--- config.mk ---
export PLATFORM = sky130hd
export DESIGN_NAME = ohc11_adder_rr_sched
export DESIGN_NICKNAME = d
export VERILOG_FILES = /design/src/rtl/ohc11_adder_rr_sched.sv
export SDC_FILE = /design/constraint.sdc
export NUM_CORES = 1
export LEC_CHECK = 0
export BUFFER_PORTS_ARGS = -buffer_cell sky130_fd_sc_hd__clkbuf_2
export CORE_MARGIN = 4
export CORE_UTILIZATION = 53
export DETAILED_ROUTE_END_ITERATION = 10
export GPL_TIMING_DRIVEN = 0
export MAX_ROUTING_LAYER = met4
export PLACE_DENSITY = 0.87
export SLEW_MARGIN = 20
export SYNTH_ARGS = -nofsm -noshare
export SYNTH_HDL_FRONTEND = slang
export SYNTH_SLANG_ARGS = --single-unit
--- constraint.sdc ---
create_clock -name clk -period 7.6 [get_ports clk]
set_input_delay 1.14 -clock clk [delete_from_list [all_inputs] [get_ports clk]]
set_output_delay 1.14 -clock clk [all_outputs]
set_load 0.005 [all_outputs]
--- src/rtl/ohc11_adder_rr_sched.sv ---
// Round-robin scheduler sharing one one-hot mod-11 adder between N_REQ requesters,
// with a one-entry output buffer. Optional operand check: OHC_ONEHOT_CHECK_EN.
module ohc11_adder_rr_sched #(
    parameter int N_REQ = 4,
    localparam int IDW  = $clog2(N_REQ)
) (
    input  logic                  clk,
    input  logic                  rst_n,
    input  logic [N_REQ-1:0]      req,
    input  logic [11*N_REQ-1:0]   a_ohc,
    input  logic [11*N_REQ-1:0]   b_ohc,
    output logic [N_REQ-1:0]      gnt,
    output logic                  out_valid,
    input  logic                  out_ready,
    output logic [10:0]           out_ohc,
    output logic [3:0]            out_bin,
    output logic [IDW-1:0]        out_id,
    output logic                  err
);

    typedef enum logic {
        EMPTY = 1'b0,
        FULL  = 1'b1
    } buf_state_t;

    buf_state_t      state, state_next;
    logic [IDW-1:0]  ptr;
    logic [IDW-1:0]  gnt_idx;
    logic            grant;
    logic            can_accept;
    logic [10:0]     sel_a, sel_b, sum_ohc;
    logic [3:0]      sum_bin;
    logic [21:0]     dbl;

    assign out_valid  = (state == FULL);
    assign can_accept = (state == EMPTY) || out_ready;

    // Search starts one past the last winner and wraps modulo N_REQ.
    always_comb begin
        int unsigned idx;
        gnt     = '0;
        gnt_idx = '0;
        grant   = 1'b0;
        idx     = 0;
        if (can_accept) begin
            for (int unsigned k = 1; k <= N_REQ; k++) begin
                idx = (32'(ptr) + k) % N_REQ;
                if (!grant && req[idx]) begin
                    grant   = 1'b1;
                    gnt_idx = IDW'(idx);
                end
            end
        end
        if (grant) gnt[gnt_idx] = 1'b1;
    end

    always_comb begin
        sel_a = '0;
        sel_b = '0;
        for (int unsigned i = 0; i < N_REQ; i++) begin
            if (gnt[i]) begin
                sel_a = sel_a | a_ohc[11*i +: 11];
                sel_b = sel_b | b_ohc[11*i +: 11];
            end
        end
    end

    // Rotating A left by j (the set bit of B) adds j mod 11; the doubled word supplies the wrap.
    always_comb begin
        sum_ohc = '0;
        dbl     = '0;
        for (int unsigned j = 0; j < 11; j++) begin
            if (sel_b[j]) begin
                dbl     = {sel_a, sel_a} << j;
                sum_ohc = sum_ohc | dbl[21:11];
            end
        end
    end

    always_comb begin
        sum_bin = 4'd0;
        for (int unsigned k = 0; k < 11; k++) begin
            if (sum_ohc[k]) sum_bin = 4'(k);
        end
    end

    always_comb begin
        state_next = state;
        case (state)
            EMPTY:   if (grant) state_next = FULL;
            FULL:    if (out_ready && !grant) state_next = EMPTY;
            default: state_next = EMPTY;
        endcase
    end

    always_ff @(posedge clk or negedge rst_n) begin
        if (!rst_n) state <= EMPTY;
        else        state <= state_next;
    end

`ifdef OHC_ONEHOT_CHECK_EN
    function automatic logic is_onehot(input logic [10:0] v);
        return (v != '0) && ((v & (v - 11'd1)) == '0);
    endfunction

    always_ff @(posedge clk or negedge rst_n) begin
        if (!rst_n) begin
            ptr     <= IDW'(N_REQ - 1);
            out_ohc <= 11'b00000000001;
            out_bin <= 4'd0;
            out_id  <= '0;
            err     <= 1'b0;
        end else if (grant) begin
            ptr    <= gnt_idx;
            out_id <= gnt_idx;
            if (!is_onehot(sel_a) || !is_onehot(sel_b)) begin
                out_ohc <= '0;
                out_bin <= 4'hF;
                err     <= 1'b1;
            end else begin
                out_ohc <= sum_ohc;
                out_bin <= sum_bin;
                err     <= 1'b0;
            end
        end
    end
`else
    assign err = 1'b0;

    always_ff @(posedge clk or negedge rst_n) begin
        if (!rst_n) begin
            ptr     <= IDW'(N_REQ - 1);
            out_ohc <= 11'b00000000001;
            out_bin <= 4'd0;
            out_id  <= '0;
        end else if (grant) begin
            ptr     <= gnt_idx;
            out_id  <= gnt_idx;
            out_ohc <= sum_ohc;
            out_bin <= sum_bin;
        end
    end
`endif

endmodule

Yosys cells after proc, flatten, opt, wreduce, memory -nomap -nowiden:

Index checks and enable logic that the tools add are counted.

* bits in registers: 20
* bits of input ports: 95
* output and inout bits: 23
* word-level logic and storage cells: 98

* add/subtract/negate cells: 4
* order comparisons: 6
* muxes and demuxes: 56
* bitwise gates (word level): 17
* reduce and logical (&&, ||, !) cells: 10

Operators with widths (count)
* $mux 11: 19
* $or 11x11->11: 16
* $mux 4: 10
* $mux 1: 16
* $lt 2x3->1 const B: 5
* $mux 2: 5
* $bmux 1 s2: 4
* $logic_and 1x1->1: 5
* $add 2x1->2 const B: 2
* $add 2x2->2 const B: 2
* $logic_not 1->1: 4
* $demux 1 s2: 1
* $ge 2x1->1 const B: 1
* $pmux 1 s2: 1
* $logic_or 1x1->1: 1
* $not 1->1: 1

Longest topological paths before layout:

Gate-level depths: netlist (run 1).

* depth after elaboration: 60
* mapped depth: 13
* mapped depth without buffers: 10

Worst setup path after synthesis (run 1):

Ideal clock, no wire load.

* kind: input port to flip-flop
* start point: input port req[1]
* end point: register out_bin[0]
* arrival time: 3.435 ns
* path slack: 4.028 ns
* stages on the path: 11
* buffers on the path: 1
* cell sequence: buf_4 > or3b_1 > o221a_4 > nand2_2 > nor2b_1 > a221o_1 > a2111oi_2 > nand3_2 > or3b_1 > a31oi_1 > a221oi_1

* elaborated cells between the ends (all ways): 78
* classes of those cells: 2 x order compare; 53 x mux; 16 x bitwise; 7 x reduce/logical

RTL lines
* from (decl): line 9 `input logic [N_REQ-1:0] req,`
* $bmux 1 s2: line 48 `if (!grant && req[idx]) begin`
* $mux 1 (not written as such): line 48
* $mux 1: line 48
* $mux 1: line 45 `if (can_accept) begin`
* $logic_not 1->1: line 48
* $logic_and 1x1->1: line 48
* $mux 1: line 48
* $mux 1: line 45
* (+13 left out)
* net gnt[3]: line 12 `output logic [N_REQ-1:0] gnt,`
* (+17 left out)
* $mux 11: line 73 `if (sel_b[j]) begin`
* $or 11x11->11: line 75 `sum_ohc = sum_ohc | dbl[21:11];`
* $mux 11: line 73
* $or 11x11->11: line 75
* $mux 11 *: line 73
* $mux 1: line 83 `if (sum_ohc[k]) sum_bin = 4'(k);`
* $mux 4 (8 in a row): line 83
* $mux 4 *: line 83
* to (signal assigned): line 140 `out_bin <= sum_bin;`
* to (decl): line 16 `output logic [3:0] out_bin,`

The timed path passes the listed nets; every way through them passes the cells marked *. The select of a mux whose other input is x is not followed.
A chain may end at the register's enable or synchronous reset.

Worst setup path after layout (run 1):

* start point: input port req[2]
* end point: register out_bin[0]

* word-level cells in the longest chain between the ends: 59
* elaborated cells between the ends (all ways): 78
* classes of those cells: 2 x order compare; 53 x mux; 16 x bitwise; 7 x reduce/logical

RTL lines (line)
* $bmux 1 s2: 48
* $mux 1 (not written as such): 48
* $mux 1: 48
* $mux 1: 45
* $logic_not 1->1: 48
* $logic_and 1x1->1: 48
* $mux 1: 48
* $mux 1: 45
* (+35 left out)
* $or 11x11->11: 75
* $mux 11: 73
* $or 11x11->11: 75
* $mux 11: 73
* $or 11x11->11: 75
* $mux 11: 73
* $mux 1: 83
* $mux 4 (9 in a row): 83

Several ways; a longest one is shown, not always the timed one. The select of a mux whose other input is x is not followed.

==> results.json, run 1 <==
{
  "status": "finished, final reports clean",
  "dr.pass1.iters": 7,
  "place.port_buffers": 115,
  "wl_met1_um": 4380,
  "rows": 26,
  "finalCriticalPeriod_ns": 4.24,
  "hold_class": "flop to flop",
  "first_global_vias": 3645,
  "final_common_cell": "clkbuf_2",
  "fillers": 437,
  "top_layer_used": "met4",
  "cts-root-buf": "clkbuf_8",
  "yosys_warnings": 0,
  "yosys.area.top_type": "a22oi_1",
  "dp_slack_ns": 3.29,
  "cts_setup_buffers": 0,
  "crit_path_max_incr_delay_ns": 0.65,
  "initial_core_util": 0.544,
  "ys_seq_area_frac": 0.182,
  "critical-path-top-delay-family": "simple AND/OR/NAND/NOR gates",
  "rsz0062_at_grt": "false",
  "routedWlPerCell_um": 21.1,
  "slew-limit-headroom": 0.400,
  "htreeDepth": 1,
  "n_antenna_cell": 0,
  "slew_violations": 0,
  "fp.dieH_um": 80.4,
  "yosysTopAreaCellShare": 0.160,
  "fmax_mhz": 236,
  "syn_nets": 439,
  "dieWidth_um": 80.4,
  "worstPathRequired_ns": 7.72,
  "setup_tns_ns": 0,
  "synth_cell_types": 54,
  "wl_met2_um": 5000,
  "peakVddDrop_v": 0.000199,
  "track_usage": 0.354,
  "wirelength_um": 11200,
  "syn_area_mm2": 0.00278,
  "avgSynthCellArea_um2": 8.07,
  "numClockSinks": 20,
  "overflow": 0,
  "async_flop_share": 1.00,
  "io_pins": 118,
  "mostFrequentLayoutCells": "clkbuf_2 (115), a22oi_1 (59), nand3_1 (52), nand2_1 (50), a32o_1 (19)",
  "r2r-end": "out_bin[0]$_DFFE_PN0P_",
  "worst_setup_path_start_kind": "input port",
  "startpoint": "req[2]",
  "layout.cells.non_filler": 533,
  "drive_gt1_frac": 0.376,
  "power_density_mw_per_mm2": 240,
  "total_power_mw": 0.841,
  "drt_iter0_drc": 590,
  "power_leakage_nw": 1.57,
  "cap_violations": 0,
  "clock_skew_ns": 0.00112,
  "hold_viol": 0,
  "cpMostUsedCell": "nand3_1",
  "cts_resized": 0,
  "cts_buffers": 3,
  "wl_met3_um": 1380,
  "ant_nets": 0,
  "gp_congestion": 1.06,
  "grt_pass1_wl_um": 17700,
  "clk_latency_ns": 0.25,
  "synth_area_leaders": "a22oi_1 (16%), dfrtp_1 (15%), nand3_1 (9.4%), mux2_2 (6.9%), a32o_1 (6.8%)",
  "synth_edf_count": 0,
  "vias": 3826,
  "dp_hpwl_um": 8830,
  "cts_tree": "yes",
  "antenna_found_initial": 0,
  "critical_path_buf_inv_count": 2,
  "clock_path_buffers": 2,
  "path_class": "input port to flop",
  "syn_to_final_growth_pct": 26.5,
  "crit_chain": "clkbuf_2 -> nor4_2 -> nor2_1 -> clkbuf_1 -> nand3_1 -> mux2_2 -> nand2_1 -> a2111oi_0 -> nand3_1 -> a211o_1 -> a31oi_1 -> a221oi_1",
  "whs_path_depth": 1,
  "ys.flop_type": "dfrtp_1",
  "worst_slew_pin_slew_ns": 0.877,
  "cp_slowest_cell": "a2111oi_0",
  "fin_ws_ns": 3.36,
  "finalCritPeriodShare": 0.558,
  "reg2regPathDepth": 12,
  "arrival_ns": 4.37,
  "path_max_fanout": 10,
  "ys_seq_elements": 20,
  "worstHoldStart": "out_ohc[1]$_DFFE_PN0P_",
  "die-area_mm2": 0.00646,
  "cts_hold_buf": 0,
  "rrSetupSlack_ns": 3.95,
  "cp-end-kind": "flop",
  "drcViolationCount": 0,
  "hold_path_end": "out_ohc[1]$_DFFE_PN0P_",
  "placed_cells": 529,
  "core_mm2": 0.00511,
  "setup_viol": 0,
  "synthCells": 344,
  "grt_max_degree": 21,
  "vias_per_cell": 7.18,
  "worstReg2RegStart": "ptr[1]$_DFFE_PN1P_",
  "path_clk_slew_ns": 0.07,
  "fin_nets": 559
}
[where the power goes]
group	switching, mW	leakage, nW	internal, mW
clock network	0.0344	0.0357	0.0702
logic	0.332	1.31	0.225
registers	0.0266	0.222	0.154
total	0.393	1.57	0.448
[through the flow]
stage               cell area [um^2]  hold WS [ns]  utilization
floorplan                       2780         0.467            -
global placement                3440         0.461        0.673
detailed placement              3440         0.466        0.673
CTS                             3510         0.484        0.687
global route                    3510         0.495        0.687
finish                          3510         0.477        0.687
[metal layers]
metal / vias up / track usage
met1: 1737 / 0.440
met3: 63 / 0.0527
met5: - / -
met4: 0 / 0.172
met2: 357 / 0.561
li1: 1669 / -
[cell type report]
type / count / area (um^2) / area share
Buffer: 26 / 168 / 0.0478
Clock buffer: 3 / 41.3 / 0.0118
Clock inverter: 1 / 30.0 / 0.00855
Inverter: 3 / 11.3 / 0.00321
Multi-Input combinational cell: 295 / 2090 / 0.596
Sequential cell: 20 / 504 / 0.144
Tap cell: 70 / 87.6 / 0.0249
Timing Repair Buffer: 115 / 576 / 0.164
[flip-flops by register name, summed over array words and instances, names as in the netlist]
signal     count
out_ohc       11
out_id         2
ptr            2
out_valid      1
out_bin        4
[worst max-delay path by stage]
stage / cells past startpoint / slack, ns / end
global route: 12 / 3.18 / out_bin[0]$_DFFE_PN0P_
floorplan: 11 / 4.03 / out_bin[0]$_DFFE_PN0P_
CTS: 12 / 3.53 / out_bin[0]$_DFFE_PN0P_
detailed placement: 12 / 3.29 / out_bin[0]$_DFFE_PN0P_
global placement: 12 / 3.28 / out_bin[0]$_DFFE_PN0P_
finish: 12 / 3.36 / out_bin[0]$_DFFE_PN0P_
[synthesized netlist by cell type (all sizes together) (3+ instances only)]
master	number
a2111oi	16
a21o	8
a21oi	3
a222oi	11
a22oi	59
a32o	19
buf	17
clkbuf	9
dfrtp	17
dfstp	3
inv	3
mux2	20
nand2	57
nand3	53
nor2	7
nor2b	3
o21ai	4
o221ai	3
[cells by family (layout without fill, tap and decap cells)]
kind of cell,Yosys count,count (layout),synth area share
simple gates,135,135,0.237
mux,20,20,0.0852
flops,20,20,0.182
buf+inv,29,148,0.0644
compound gates,139,139,0.430
other cells,1,1,0.00135
(Power assumes the default switching activity.)
==> run 2: changes to the inputs <==
- ABC_AREA: not set -> 1
- CORE_UTILIZATION: 53 -> 50
- PLACE_DENSITY: 0.87 -> 0.82
- clock period: 7.6 -> 4.3 ns (I/O delays scaled with it)
==> run 2 against run 1 <==
Against the previous run: worst setup slack worse by 2.5 ns; die area grew 9.8%; critical path depth up 15.
==> results.json, run 2 <==
{
  "status": "finished, final reports clean",
  "overflow": 0,
  "syn_to_final_growth_pct": 25.0,
  "async_flop_share": 1.00,
  "rsz0062_at_grt": "false",
  "grt_max_degree": 21,
  "dr.pass1.iters": 5,
  "finalCritPeriodShare": 0.790,
  "finalCriticalPeriod_ns": 3.40,
  "critical_path_buf_inv_count": 4,
  "clk_latency_ns": 0.25,
  "wirelength_um": 9920,
  "clock_path_buffers": 2,
  "initial_core_util": 0.521,
  "mostFrequentLayoutCells": "nand2_1 (168), clkbuf_2 (116), nor2_1 (40), nand3_1 (34), inv_2 (32)",
  "ys_seq_elements": 20,
  "track_usage": 0.282,
  "path_class": "flop to flop",
  "path_max_fanout": 10,
  "numClockSinks": 20,
  "vias_per_cell": 5.64,
  "setup_tns_ns": 0,
  "hold_class": "input port to async pin",
  "yosysTopAreaCellShare": 0.217,
  "worst_slew_pin_slew_ns": 0.528,
  "crit_path_max_incr_delay_ns": 0.53,
  "first_global_vias": 3560,
  "drcViolationCount": 0,
  "syn_area_mm2": 0.00291,
  "fmax_mhz": 294,
  "arrival_ns": 3.55,
  "cp-end-kind": "flop",
  "cts_hold_buf": 0,
  "synth_edf_count": 0,
  "ant_nets": 0,
  "cts-root-buf": "clkbuf_8",
  "die-area_mm2": 0.00709,
  "io_pins": 118,
  "ys.flop_type": "dfrtp_1",
  "cts_setup_buffers": 0,
  "antenna_found_initial": 0,
  "n_antenna_cell": 0,
  "clock_skew_ns": 0.000804,
  "core_mm2": 0.00557,
  "yosys_warnings": 0,
  "cts_resized": 0,
  "synthCells": 448,
  "gp_congestion": 0.958,
  "dieWidth_um": 84.2,
  "slew_violations": 0,
  "fin_nets": 664,
  "yosysMostFrequentCell": "nand2_1",
  "cpMostUsedCell": "nand2_1",
  "path_clk_slew_ns": 0.07,
  "worst_setup_path_start_kind": "flop",
  "largest_reg_flops": 11,
  "hold_viol": 0,
  "rows": 27,
  "dp_hpwl_um": 7930,
  "syn_nets": 543,
  "largest_register": "out_ohc",
  "drive_gt1_frac": 0.408,
  "vias": 3612,
  "cp_slowest_cell": "dfstp_2",
  "routedWlPerCell_um": 15.5,
  "ys_seq_area_frac": 0.174,
  "fp.dieH_um": 84.2,
  "synth_cell_types": 39,
  "cts_tree": "yes",
  "synthTopCellsByCount": "nand2_1 (168), nor2_1 (40), nand3_1 (34)",
  "yosys.area.top_type": "nand2_1",
  "fillers": 548,
  "cap_violations": 0,
  "synth_area_leaders": "nand2_1 (22%), dfrtp_1 (15%), nand4_2 (7.3%), nand4_4 (7.3%), nand3_1 (5.9%)",
  "cts_buffers": 3,
  "critical-path-top-delay-family": "simple AND/OR/NAND/NOR gates",
  "avgSynthCellArea_um2": 6.49,
  "setup_viol": 0,
  "reg_top3": "out_ohc x11, out_bin x4",
  "grt_pass1_wl_um": 16500,
  "worstPathRequired_ns": 4.45,
  "final_common_cell": "nand2_1",
  "drt_iter0_drc": 209,
  "place.port_buffers": 116,
  "htreeDepth": 1,
  "slew-limit-headroom": 0.648
}
## run 2: cell types whose count changed after synthesis, moves of 9 or more
cell / change
nand2_1: +118
a22oi_1: -58
nor2_1: +33
inv_2: +32
o22ai_1: +20
a32o_1: -19
nand3_1: -18
mux2_2: -17
nand4_2: +17
a2111oi_0: -12
a222oi_1: -11
nand4_1: +11
nand4_4: +10
nand2_2: +9
## run 2: cell families (layout without fill, tap and decap cells)
logic type / Yosys count / count (layout) / synth area share
other cells: 1 / 1 / 0.00129
buf+inv: 60 / 180 / 0.108
simple gates: 319 / 319 / 0.613
compound gates: 48 / 48 / 0.104
flops: 20 / 20 / 0.174
## run 2: worst paths after layout
kind                                           to                   start  depth (start not counted)  slack [ns]
setup / recovery           out_bin[0]$_DFFE_PN0P_      ptr[0]$_DFFE_PN1P_                         27        0.90
hold / removal             out_bin[3]$_DFFE_PN0P_                   rst_n                          1        0.34
setup reg to reg           out_bin[0]$_DFFE_PN0P_      ptr[0]$_DFFE_PN1P_                         27        0.90
hold reg to reg            out_ohc[7]$_DFFE_PN0P_  out_ohc[7]$_DFFE_PN0P_                          2        0.48
max in group asynchronous      ptr[0]$_DFFE_PN1P_                   rst_n                          1        3.61
min in group clk           out_ohc[7]$_DFFE_PN0P_  out_ohc[7]$_DFFE_PN0P_                          2        0.48
## run 2: area by class of cell
type                       count  area [um^2]  area share
multi-input combinational    368         2090       0.575
timing repair buffer         116          581       0.160
sequential                    20          504       0.139
inverter                      44          168      0.0462
buffer                        16          146      0.0403
tap                           72         90.1      0.0248
clock buffer                   4         55.1      0.0152
## run 2: metal layers
| layer | up-vias | global-route usage | share of wire |
|---|---|---|---|
| met5 | - | - | 0 |
| met4 | 0 | 0.0702 | 0.0098 |
| met3 | 13 | 0.0343 | 0.097 |
| met2 | 225 | 0.482 | 0.48 |
| met1 | 1629 | 0.353 | 0.41 |
| li1 | 1745 | - | - |
## run 2: metrics by stage
step	std cells	worst slack, ns	utilization	hold WS, ns	instance area (um^2)
floorplan	448	1.56	-	0.349	2910
global placement	636	0.972	0.642	0.457	3580
detailed placement	636	0.945	0.642	0.459	3580
CTS	640	0.983	0.651	0.355	3630
global route	640	0.681	0.651	0.374	3630
finish	640	0.903	0.651	0.337	3630
Power of run 2 is left out: the tool's default activity adds up to more than one toggle a clock period on the data nets, which glitch-free logic cannot reach.
